===== src/rtl/latency_stats.sv =====
// latency_stats: consumes a completed TX/RX timestamp pair, turns it into a
// latency sample and folds it into running statistics, then re-arms the latch.
module latency_stats #(
   parameter int DELTA_W = 32,
   parameter int SUM_W   = 48,
   parameter int CNT_W   = 32
) (
   input  logic               clk,
   input  logic               rst_n,
   input  logic [63:0]        ts_tx,
   input  logic [63:0]        ts_rx,
   input  logic               ts_valid,
   output logic               ts_clear,
   input  logic               stats_clear,
   input  logic [DELTA_W-1:0] alarm_thresh,
   output logic               lat_valid,
   output logic               lat_err,
   output logic               lat_alarm,
   output logic [DELTA_W-1:0] lat_last,
   output logic [DELTA_W-1:0] lat_min,
   output logic [DELTA_W-1:0] lat_max,
   output logic [SUM_W-1:0]   lat_sum,
   output logic [CNT_W-1:0]   lat_count,
   output logic [CNT_W-1:0]   err_count
);

   localparam int SUMX_W = SUM_W + 1;

   typedef enum logic [1:0] {IDLE, UPDATE, CLEAR, HOLD} state_t;

   state_t            state;
   state_t            next_state;
   logic [63:0]       diff;
   logic              neg;
   logic [63:0]       raw_diff;
   logic              over;
   logic [DELTA_W-1:0] sample;
   logic [SUMX_W-1:0] sum_ext;

   assign raw_diff = ts_rx - ts_tx;

   // State register; reset returns to IDLE and abandons any pending sample.
   always_ff @(posedge clk) begin
      if (!rst_n) state <= IDLE;
      else        state <= next_state;
   end

   // Next-state logic: accept a pair in IDLE, then walk UPDATE/CLEAR/HOLD once.
   always_comb begin
      next_state = state;
      case (state)
         IDLE:    if (ts_valid) next_state = UPDATE;
         UPDATE:  next_state = CLEAR;
         CLEAR:   next_state = HOLD;
         HOLD:    next_state = IDLE;
         default: next_state = IDLE;
      endcase
   end

   // Capture the modular RX-TX difference and its sign when a pair is accepted.
   always_ff @(posedge clk) begin
      if (!rst_n) begin
         diff <= '0;
         neg  <= 1'b0;
      end else if (state == IDLE && ts_valid) begin
         diff <= raw_diff;
         neg  <= raw_diff[63];
      end
   end

   // Saturate the difference to the sample width and pre-compute the widened sum.
   always_comb begin
      over    = |(diff >> DELTA_W);
      sample  = over ? '1 : diff[DELTA_W-1:0];
      sum_ext = {1'b0, lat_sum} + SUMX_W'(sample);
   end

   // One-cycle pulses issued on the UPDATE edge, whether or not stats are cleared.
   always_ff @(posedge clk) begin
      if (!rst_n) begin
         ts_clear  <= 1'b0;
         lat_valid <= 1'b0;
         lat_err   <= 1'b0;
         lat_alarm <= 1'b0;
      end else begin
         ts_clear  <= (state == UPDATE);
         lat_valid <= (state == UPDATE) && !neg;
         lat_err   <= (state == UPDATE) && neg;
         lat_alarm <= (state == UPDATE) && !neg && (sample > alarm_thresh);
      end
   end

   // Running statistics; a clear on the UPDATE edge discards that sample.
   always_ff @(posedge clk) begin
      if (!rst_n || stats_clear) begin
         lat_last  <= '0;
         lat_min   <= '1;
         lat_max   <= '0;
         lat_sum   <= '0;
         lat_count <= '0;
         err_count <= '0;
      end else if (state == UPDATE) begin
         if (neg) begin
            if (err_count != '1) err_count <= err_count + CNT_W'(1);
         end else begin
            lat_last <= sample;
            if (sample < lat_min) lat_min <= sample;
            if (sample > lat_max) lat_max <= sample;
            lat_sum <= sum_ext[SUM_W] ? '1 : sum_ext[SUM_W-1:0];
            if (lat_count != '1) lat_count <= lat_count + CNT_W'(1);
         end
      end
   end

endmodule


===== config.mk =====
export PLATFORM = sky130hd
export DESIGN_NAME = latency_stats
export DESIGN_NICKNAME = d
export VERILOG_FILES = /design/src/rtl/latency_stats.sv
export SDC_FILE = /design/constraint.sdc
export NUM_CORES = 1
export LEC_CHECK = 0
export CAP_MARGIN = 20
export CORE_MARGIN = 2
export CORE_UTILIZATION = 33
export CTS_BUF_LIST = sky130_fd_sc_hd__clkbuf_8
export DETAILED_ROUTE_END_ITERATION = 10
export PLACE_DENSITY = 0.63
export SETUP_SLACK_MARGIN = 0.15
export SYNTH_ARGS = -nofsm -noshare
export SYNTH_HDL_FRONTEND = slang
export SYNTH_SLANG_ARGS = --single-unit

===== constraint.sdc =====
create_clock -name clk -period 5.2 [get_ports clk]
set_clock_uncertainty 0.15 [all_clocks]
set_input_delay 1.3 -clock clk [delete_from_list [all_inputs] [get_ports clk]]
set_output_delay 1.3 -clock clk [all_outputs]
set_load 0.1 [all_outputs]

* After elaboration in Yosys (flattened, before gate mapping)
Cells that the tools add are included.
** Storage, ports and cells
- Register bits :: 279
- Latch bits :: 0
- Memory bits (writable) :: 0
- Memory bits (read-only) :: 0
- Input port bits :: 164
- Output and inout bits :: 212
- Word-level logic and storage cells :: 45
- Memories :: 0
** Operators by class
- $add $sub $neg :: 4
- Multiply operators :: 0
- Div/mod/pow operators :: 0
- Order comparisons :: 3
- Eq/ne operators :: 6
- Shift-type cells :: 0
- Muxes and demuxes :: 4
- Bitwise operators :: 1
- Reductions and logical operators :: 14
** Operators with widths (count)
- $add 32x1->32 const B :: 2
- $gt 32x32->1 :: 2
- $ne 32x32->1 const B :: 2
- $sub 64x64->64 :: 1
- $add 48x32->49 :: 1
- $mux 48 :: 1
- $lt 32x32->1 :: 1
- $mux 32 :: 1
- $reduce_or 32->1 :: 1
- $reduce_and 3->1 :: 4
- $pmux 2 s4 :: 1
- $eq 2x2->1 const B :: 2
- $logic_and 1x1->1 :: 4
- $eq 2x1->1 const B :: 1
- $logic_not 1->1 :: 2
- $logic_not 2->1 :: 1
- $mux 2 :: 1
- $ne 2x2->1 const B :: 1
- $reduce_and 2->1 :: 1
- $logic_or 1x1->1 :: 1
- $not 1->1 :: 1

* Depth between registers and ports, before layout
Gate-level depths: netlist of run 1.
- Depth after elaboration :: 4
- Depth in mapped cells :: 16
- Mapped depth without buffers :: 15

* Worst setup path before layout of run 1
No wires, ideal clock.
- Kind :: input to register
- Start :: in ts_rx[0]
- End :: reg diff[58]
- Arrival time :: 4.152 ns
- Setup slack :: 0.836 ns
- Cell stages on the path :: 13
- Cells stage by stage :: inv_1 ha_1 fa_1 nand2b_1 a21oi_1 o21ai_0 a311oi_2 o31ai_1 a21oi_2 a31oi_1 o31a_1 or4b_1 nand3_1
** On the way
- Longest elaborated chain between the ends :: 1
** Ends and longest elaborated chain
- from (decl) :: line 11 : input logic [63:0] ts_rx,
- $sub 64x64->64 :: line 40 : assign raw_diff = ts_rx - ts_tx;
- to (signal assigned) :: line 66 : diff <= raw_diff;
- to (decl) :: line 33 : logic [63:0] diff;
Every way passes these cells.
A chain may end at the register's enable or synchronous reset.

* Final worst setup path of run 1
- Start :: reg diff[59]
- End :: reg lat_sum[47]
** On the way
- Longest elaborated chain between the ends :: 4
** Ends and longest elaborated chain
- $reduce_or 32->1 :: line 73 : over = |(diff >> DELTA_W);
- $mux 32 :: line 74 : sample = over ? '1 : diff[DELTA_W-1:0];
- named net sample[2] :: line 37 : logic [DELTA_W-1:0] sample;
- $add 48x32->49 :: line 75 : sum_ext = {1'b0, lat_sum} + SUMX_W'(sample);
- $mux 48 :: line 109 : lat_sum <= sum_ext[SUM_W] ? '1 : sum_ext[SUM_W-1:0];
- to (signal assigned) :: line 109
- to (decl) :: line 22 : output logic [SUM_W-1:0] lat_sum,
The timed path passes the listed nets, and every way through them passes these cells.

==> results of run 1 <==
## tightest hold or removal path, delay by kind of cell, from the launching register on
kind	cells	cell delay, ns
AOI/OAI and AO/OA	1	0.06
DFF	1	0.31
and+or+nand+nor	1	0.05
## power by group through the flow
stage / clock [mW] / combinational (mW) / sequential, mW
final: 2.49 / 5.70 / 2.61
after global routing: 2.65 / 6.16 / 2.64
after CTS: 2.55 / 5.66 / 2.61
after detailed placement: 0 / 5.64 / 2.65
after global placement: 0 / 5.58 / 2.64
after floorplan: 0 / 3.02 / 3.66
## metrics by stage
stage / setup WS [ns] / TNS [ns] / instances
after floorplan: 0.836 / 0 / 2347
after global placement: 0.0864 / 0 / 3423
after detailed placement: -0.0328 / -0.0328 / 3423
after CTS: 0.145 / 0 / 3517
after global routing: 0.157 / 0 / 3521
final: 0.388 / 0 / 3521
## kinds of logic (layout without fill, tap and decap cells)
family	count (synthesis)	count (layout)
and+or+nand+nor	798	798
AOI/OAI and AO/OA	611	611
buffers and inverters	295	717
DFF	278	278
adders and majority gates	198	198
xor gates and xnor gates	132	132
muxes	35	35
other	0	4
## layout by cell type, fill, tap and decap left out, drive strengths merged, types with 20 or more instances in the layout
cell type      count
and2              42
dfxtp            278
buf               67
nand2            178
mux2i             34
o21ai            142
nand2b            22
nand4             59
nor2b             23
o31ai             40
a21o              88
xor2              75
a21oi            156
clkbuf            68
nand3             98
a211oi            20
inv              188
or3               51
nor3              54
and3              31
xnor2             57
nor2             192
clkdlybuf4s50    374
o211ai            20
a31oi             34
ha               196
## worst max-delay path by stage
stage / from / cells past startpoint / slack, ns / to
2_1_floorplan: ts_rx[0] / 13 / 0.84 / diff[58]
3_3_place_gp: ts_tx[15] / 15 / 0.09 / diff[60]
3_5_place_dp: ts_rx[0] / 14 / -0.03 / diff[58]
4_1_cts: diff[47] / 15 / 0.14 / lat_sum[41]
5_1_grt: diff[50] / 18 / 0.16 / lat_sum[41]
6_report: diff[59] / 15 / 0.39 / lat_sum[47]
## repair_timing
item / 4_1_cts / 5_1_grt
hold buffers: 0 / 0
pin swaps: 0 / 1
setup buffers: 0 / 0
gates resized for setup: 3 / 5
endpoints found under the setup margin: 4 / 37
## metal layers
metal  global-route usage  vias up  wire length, um
met3               0.0450      121             4990
met4               0.0739       14             1940
li1                     -     9139                -
met2                0.348      662            29600
met1                0.297     8819            29400
met5                    0        -               76
## flip-flops by register name (all words and copies together), names as in the netlist
name	count
lat_sum	48
lat_err	1
lat_count	32
ts_clear	1
lat_alarm	1
lat_min	32
state	2
err_count	32
diff	64
lat_max	32
lat_valid	1
lat_last	32
## layout make-up
| class | instances | share of cell area |
|---|---|---|
| well taps | 748 | 0.0379 |
| inverters | 182 | 0.0277 |
| repair buffers | 441 | 0.174 |
| clock inverters | 26 | 0.0116 |
| multi-input cells | 1774 | 0.485 |
| diodes | 4 | 0.000406 |
| clock buffers | 68 | 0.0379 |
| flip-flops and latches | 278 | 0.226 |
==> results.json, run 1 <==
{
  "outcome": "completed",
  "yosysSeqAreaShare": 0.300,
  "dpl-instance-area_sq_um": 23400,
  "synth_xor_area_frac": 0.0623,
  "cp_max_fo": 36,
  "grt.total_usage": 0.220,
  "die_width_um": 241,
  "min_delay_path_depth": 2,
  "start_kind": "flop",
  "power.internal_mw": 5.87,
  "power_leakage_nw": 10.6,
  "postSynthAreaPerCell_sq_um": 7.91,
  "critPathBufInv": 1,
  "seqCellArea_sq_um": 5570,
  "die_h_um": 241,
  "slew-limit-headroom": 0.267,
  "syn_inst": 2347,
  "crit_path_cell_trace": "nor4_1 -> nand4_1 -> buf_6 -> or3_1 -> ha_1 -> nor2b_1 -> o2111ai_1 -> nand3_1 -> a31o_2 -> o211ai_1 -> a21oi_2 -> o21ai_0 -> nand2b_1 -> and4_1 -> a311oi_1",
  "grt_max_degree": 97,
  "synth_edf_count": 0,
  "start_util": 0.336,
  "gp_congestion": 0.927,
  "synth_top_family_by_area": "simple AND/OR/NAND/NOR gates",
  "synth_nets": 2709,
  "hold_viol": 0,
  "synth_compound_area_frac": 0.212,
  "tritoncts": "yes",
  "holdCritStartpoint": "diff[2]",
  "fp-row-count": 86,
  "clock_latency_ns": 0.64,
  "multi_input_comb_area_sq_um": 12000,
  "r2r_setup_slack_ns": 0.39,
  "antenna_found_initial": 11,
  "fin_hold_ws_ns": 0.324,
  "layout_min_cycle_time_ns": 4.81,
  "root_buffer": "clkbuf_8",
  "grt_pass1_wl_um": 100000,
  "cpMaxStageDelayCell": "or3_1",
  "cts_max_level": 2,
  "gr-total-overflow": 0,
  "crit_type": "flop to flop",
  "sw_frac_of_total": 0.456,
  "pwr-share-clk": 0.230,
  "synthesis.area_sq_um": 18600,
  "synth_top_area_share": 0.300,
  "ys.warnings.count": 0,
  "drtAntennaViolNets": 0,
  "holdPathEnd": "diff[2]",
  "wl_um": 66000,
  "wl_per_cell_um": 18.8,
  "p_sw_mw": 4.92,
  "slew_violations": 0,
  "max_freq_ghz": 0.208,
  "cap_violations": 0,
  "drive_above_1_share": 0.0686,
  "clock_path_buffers": 3,
  "hpwl_um": 51700,
  "power.total_mw": 10.8,
  "clock-sinks": 278,
  "synth_simple_gate_area_share": 0.213,
  "reg2regPathDepth": 15,
  "drcViolationCount": 0,
  "nFillCells": 5538,
  "final_area_sq_um": 24700,
  "fin_util": 0.446,
  "rsz0062_at_grt": "no",
  "r2r_end": "lat_sum[47]",
  "core_sq_um": 55300,
  "via_count": 18800,
  "synth_mux_area_frac": 0.0189,
  "areaGrowthSynthToFinish_pct": 32.9,
  "cp_top_family": "simple AND/OR/NAND/NOR gates",
  "tightest_slew_ns": 1.10,
  "fin_crit_sh": 0.925,
  "p_seq_frac": 0.242,
  "yosysMostFrequentCell": "dfxtp_1",
  "synthTopCellsByArea": "dfxtp_1 (30%), ha_1 (13%), a21oi_1 (4.2%), nor2_1 (3.9%), o21ai_0 (3.7%)",
  "synthArstFlopShare": 0,
  "io_pins": 376,
  "yosys.area.top_type": "dfxtp_1",
  "synth_fa_ha_area_frac": 0.134,
  "setup_violations": 0,
  "die_area_sq_um": 58200,
  "p_per_area_nw_per_um2": 438,
  "crit_path_max_incr_delay_ns": 0.58,
  "cts_inserted_buffers": 50,
  "final_nets": 3089,
  "ys_ff_latch": 278,
  "drt_iter0_markers": 1156,
  "ys.flop_type": "dfxtp_1",
  "ir_worst_vdd_mv": 0.270,
  "grt_pass1_vias": 18000,
  "netlist-cell-type-count": 72,
  "hold_path_class": "flop to flop",
  "critPathArrivalTime_ns": 5.10,
  "combPwrFrac": 0.528,
  "cp.required_ns": 5.49,
  "r2r-start": "diff[59]",
  "portBuffers": 375,
  "synth_common_cells": "dfxtp_1 (278), ha_1 (196), nor2_1 (192), inv_1 (182), nand2_1 (177)",
  "vias_per_cell": 5.33,
  "end_kind": "flop",
  "path_clk_slew_ns": 0.06,
  "first_pass_iters": 5
}
Note: power is estimated with default switching activity, not from simulation.
==> run 2, diff against run 1 <==
--- a/config.mk
+++ b/config.mk
@@ -6,12 +6,13 @@
 export NUM_CORES = 1
 export LEC_CHECK = 0
 export CAP_MARGIN = 20
-export CORE_MARGIN = 2
+export CORE_MARGIN = 4
 export CORE_UTILIZATION = 33
 export CTS_BUF_LIST = sky130_fd_sc_hd__clkbuf_8
 export DETAILED_ROUTE_END_ITERATION = 10
+export GPL_ROUTABILITY_DRIVEN = 0
 export PLACE_DENSITY = 0.63
-export SETUP_SLACK_MARGIN = 0.15
+export SETUP_SLACK_MARGIN = 0.2
 export SYNTH_ARGS = -nofsm -noshare
 export SYNTH_HDL_FRONTEND = slang
 export SYNTH_SLANG_ARGS = --single-unit
==> run 2 against run 1 <==
  * Count of clock-buffer cells in the layout is 10 lower
  * Sequential power hardly changed
  * Hold slack worse by 0.0080 ns
  * Register-to-register slack better by 0.04 ns
  * First-iteration DRC count is 8.7% higher
  * Critical path depth is 1 lower
  * Core utilization is 0.58 points lower
  * Critical endpoint is now lat_sum[21]
==> results.json, run 2 (same netlist as run 1, synthesis figures left out) <==
{
  "layout_common_cells": "clkdlybuf4s50_1 (374), dfxtp_1 (278), ha_1 (196)",
  "tightest_slew_ns": 1.13,
  "largest_register": "diff",
  "drtAntennaViolNets": 0,
  "power.internal_mw": 5.51,
  "rsz0062_at_grt": "yes",
  "top_regs": "diff (64), lat_sum (48)",
  "fp-row-count": 86,
  "drive_above_1_share": 0.0617,
  "start_kind": "flop",
  "route.met2.wl_um": 29800,
  "layout_commonest_cell": "clkdlybuf4s50_1",
  "layout_min_cycle_time_ns": 4.77,
  "pwr-share-clk": 0.201,
  "wl_met3_um": 4570,
  "outcome": "completed",
  "final_area_sq_um": 24400,
  "root_buffer": "clkbuf_8",
  "max_freq_ghz": 0.210,
  "critPathArrivalTime_ns": 5.10,
  "grt_pass1_wl_um": 102000,
  "combPwrFrac": 0.548,
  "wl_um": 66100,
  "drcViolationCount": 0,
  "cap_violations": 0,
  "cp_max_fo": 36,
  "end_kind": "flop",
  "tritoncts": "yes",
  "clock_path_buffers": 3,
  "p_seq_frac": 0.251,
  "portBuffers": 375,
  "fin_crit_sh": 0.917,
  "areaGrowthSynthToFinish_pct": 31.4,
  "via_count": 18800,
  "grt_pass1_vias": 18300,
  "slew-limit-headroom": 0.247,
  "dr.max_layer_used": "met5",
  "drt-met1-wl_um": 29800,
  "core_sq_um": 55400,
  "die_h_um": 245,
  "setup_violations": 0,
  "fin_ws_ns": 0.432,
  "clock-sinks": 278,
  "p_per_area_nw_per_um2": 426,
  "slew_violations": 0,
  "drt_iter0_markers": 1256,
  "fin_hold_ws_ns": 0.316,
  "tns_ns": 0,
  "power_leakage_nw": 10.5,
  "sw_frac_of_total": 0.470,
  "final_nets": 3083,
  "dpl_worst_slack_ns": 0.0725,
  "hpwl_um": 52100,
  "start_util": 0.335,
  "gr-total-overflow": 0,
  "cp.required_ns": 5.53,
  "antenna_found_initial": 5,
  "io_pins": 376,
  "path_clk_slew_ns": 0.07,
  "cts_max_level": 2,
  "largest_reg_flops": 64,
  "p_sw_mw": 4.89,
  "wl_per_cell_um": 18.8,
  "vias_per_cell": 5.37,
  "dpl-instance-area_sq_um": 23400,
  "die_width_um": 245,
  "clock_latency_ns": 0.63,
  "ir_worst_vdd_mv": 0.264,
  "cts_inserted_buffers": 49,
  "hold_path_class": "flop to flop",
  "grt_max_degree": 143,
  "hold_viol": 0,
  "die_area_sq_um": 60100,
  "grt.total_usage": 0.210,
  "crit_type": "flop to flop",
  "first_pass_iters": 6
}
==> run 2: through the flow <==
| stage | instances | utilization | total power [mW] |
|---|---|---|---|
| 2_1_floorplan | 2347 | - | 6.69 |
| 3_3_place_gp | 3417 | 0.421 | 8.15 |
| 3_5_place_dp | 3417 | 0.421 | 8.26 |
| 4_1_cts | 3505 | 0.439 | 10.4 |
| 5_1_grt | 3505 | 0.440 | 11.0 |
| 6_report | 3508 | 0.440 | 10.4 |
==> run 2: cell type report <==
class	instances	area (sq um)
fillers	5483	31000
inverters	182	683
repair buffers	436	4240
well taps	748	936
multi-input cells	1774	12000
diodes	3	7.51
flip-flops and latches	278	5570
clock inverters	29	194
clock buffers	58	798
==> run 2: what timing repair did <==
action | 4_1_cts | 5_1_grt
resized for setup | 0 | 6
endpoints found under the setup margin | 2 | 39
pin swaps | 1 | 1
hold buffers | 0 | 0
buffers inserted | 1 | 0
hold endpoints to repair | 0 | 0
==> run 2: layer usage <==
metal | up-vias | global-route usage
li1 | 9123 | -
met1 | 8905 | 0.284
met2 | 683 | 0.342
met3 | 125 | 0.0416
met4 | 6 | 0.0584
met5 | - | 0
==> run 2: final timing paths <==
kind	startpoint	cells past startpoint	endpoint	slack, ns
setup / recovery	diff[55]	14	lat_sum[21]	0.43
setup reg to reg	diff[55]	14	lat_sum[21]	0.43
hold / removal	diff[2]	2	diff[2]	0.32
hold reg to reg	diff[2]	2	diff[2]	0.32
==> run 2: worst max-delay path, stage by stage, from the launching register on <==
cell and delay, ns:
dfxtp_1 0.32, nor4_1 0.35, nand4_1 0.19, buf_4 0.30, or3_1 0.50, buf_4 0.23, ha_1 0.33, a21o_1 0.17
a221o_1 0.32, a211o_1 0.26, o211ai_1 0.30, a21oi_2 0.17, o21ai_1 0.34, and2_0 0.55, a21oi_1 0.14
==> run 2: power groups by stage <==
stage	logic, mW	clock network (mW)	registers [mW]
floorplan	3.02	0	3.66
global placement	5.51	0	2.64
detailed placement	5.61	0	2.65
CTS	5.65	2.16	2.61
global route	6.16	2.25	2.64
finish	5.70	2.09	2.61
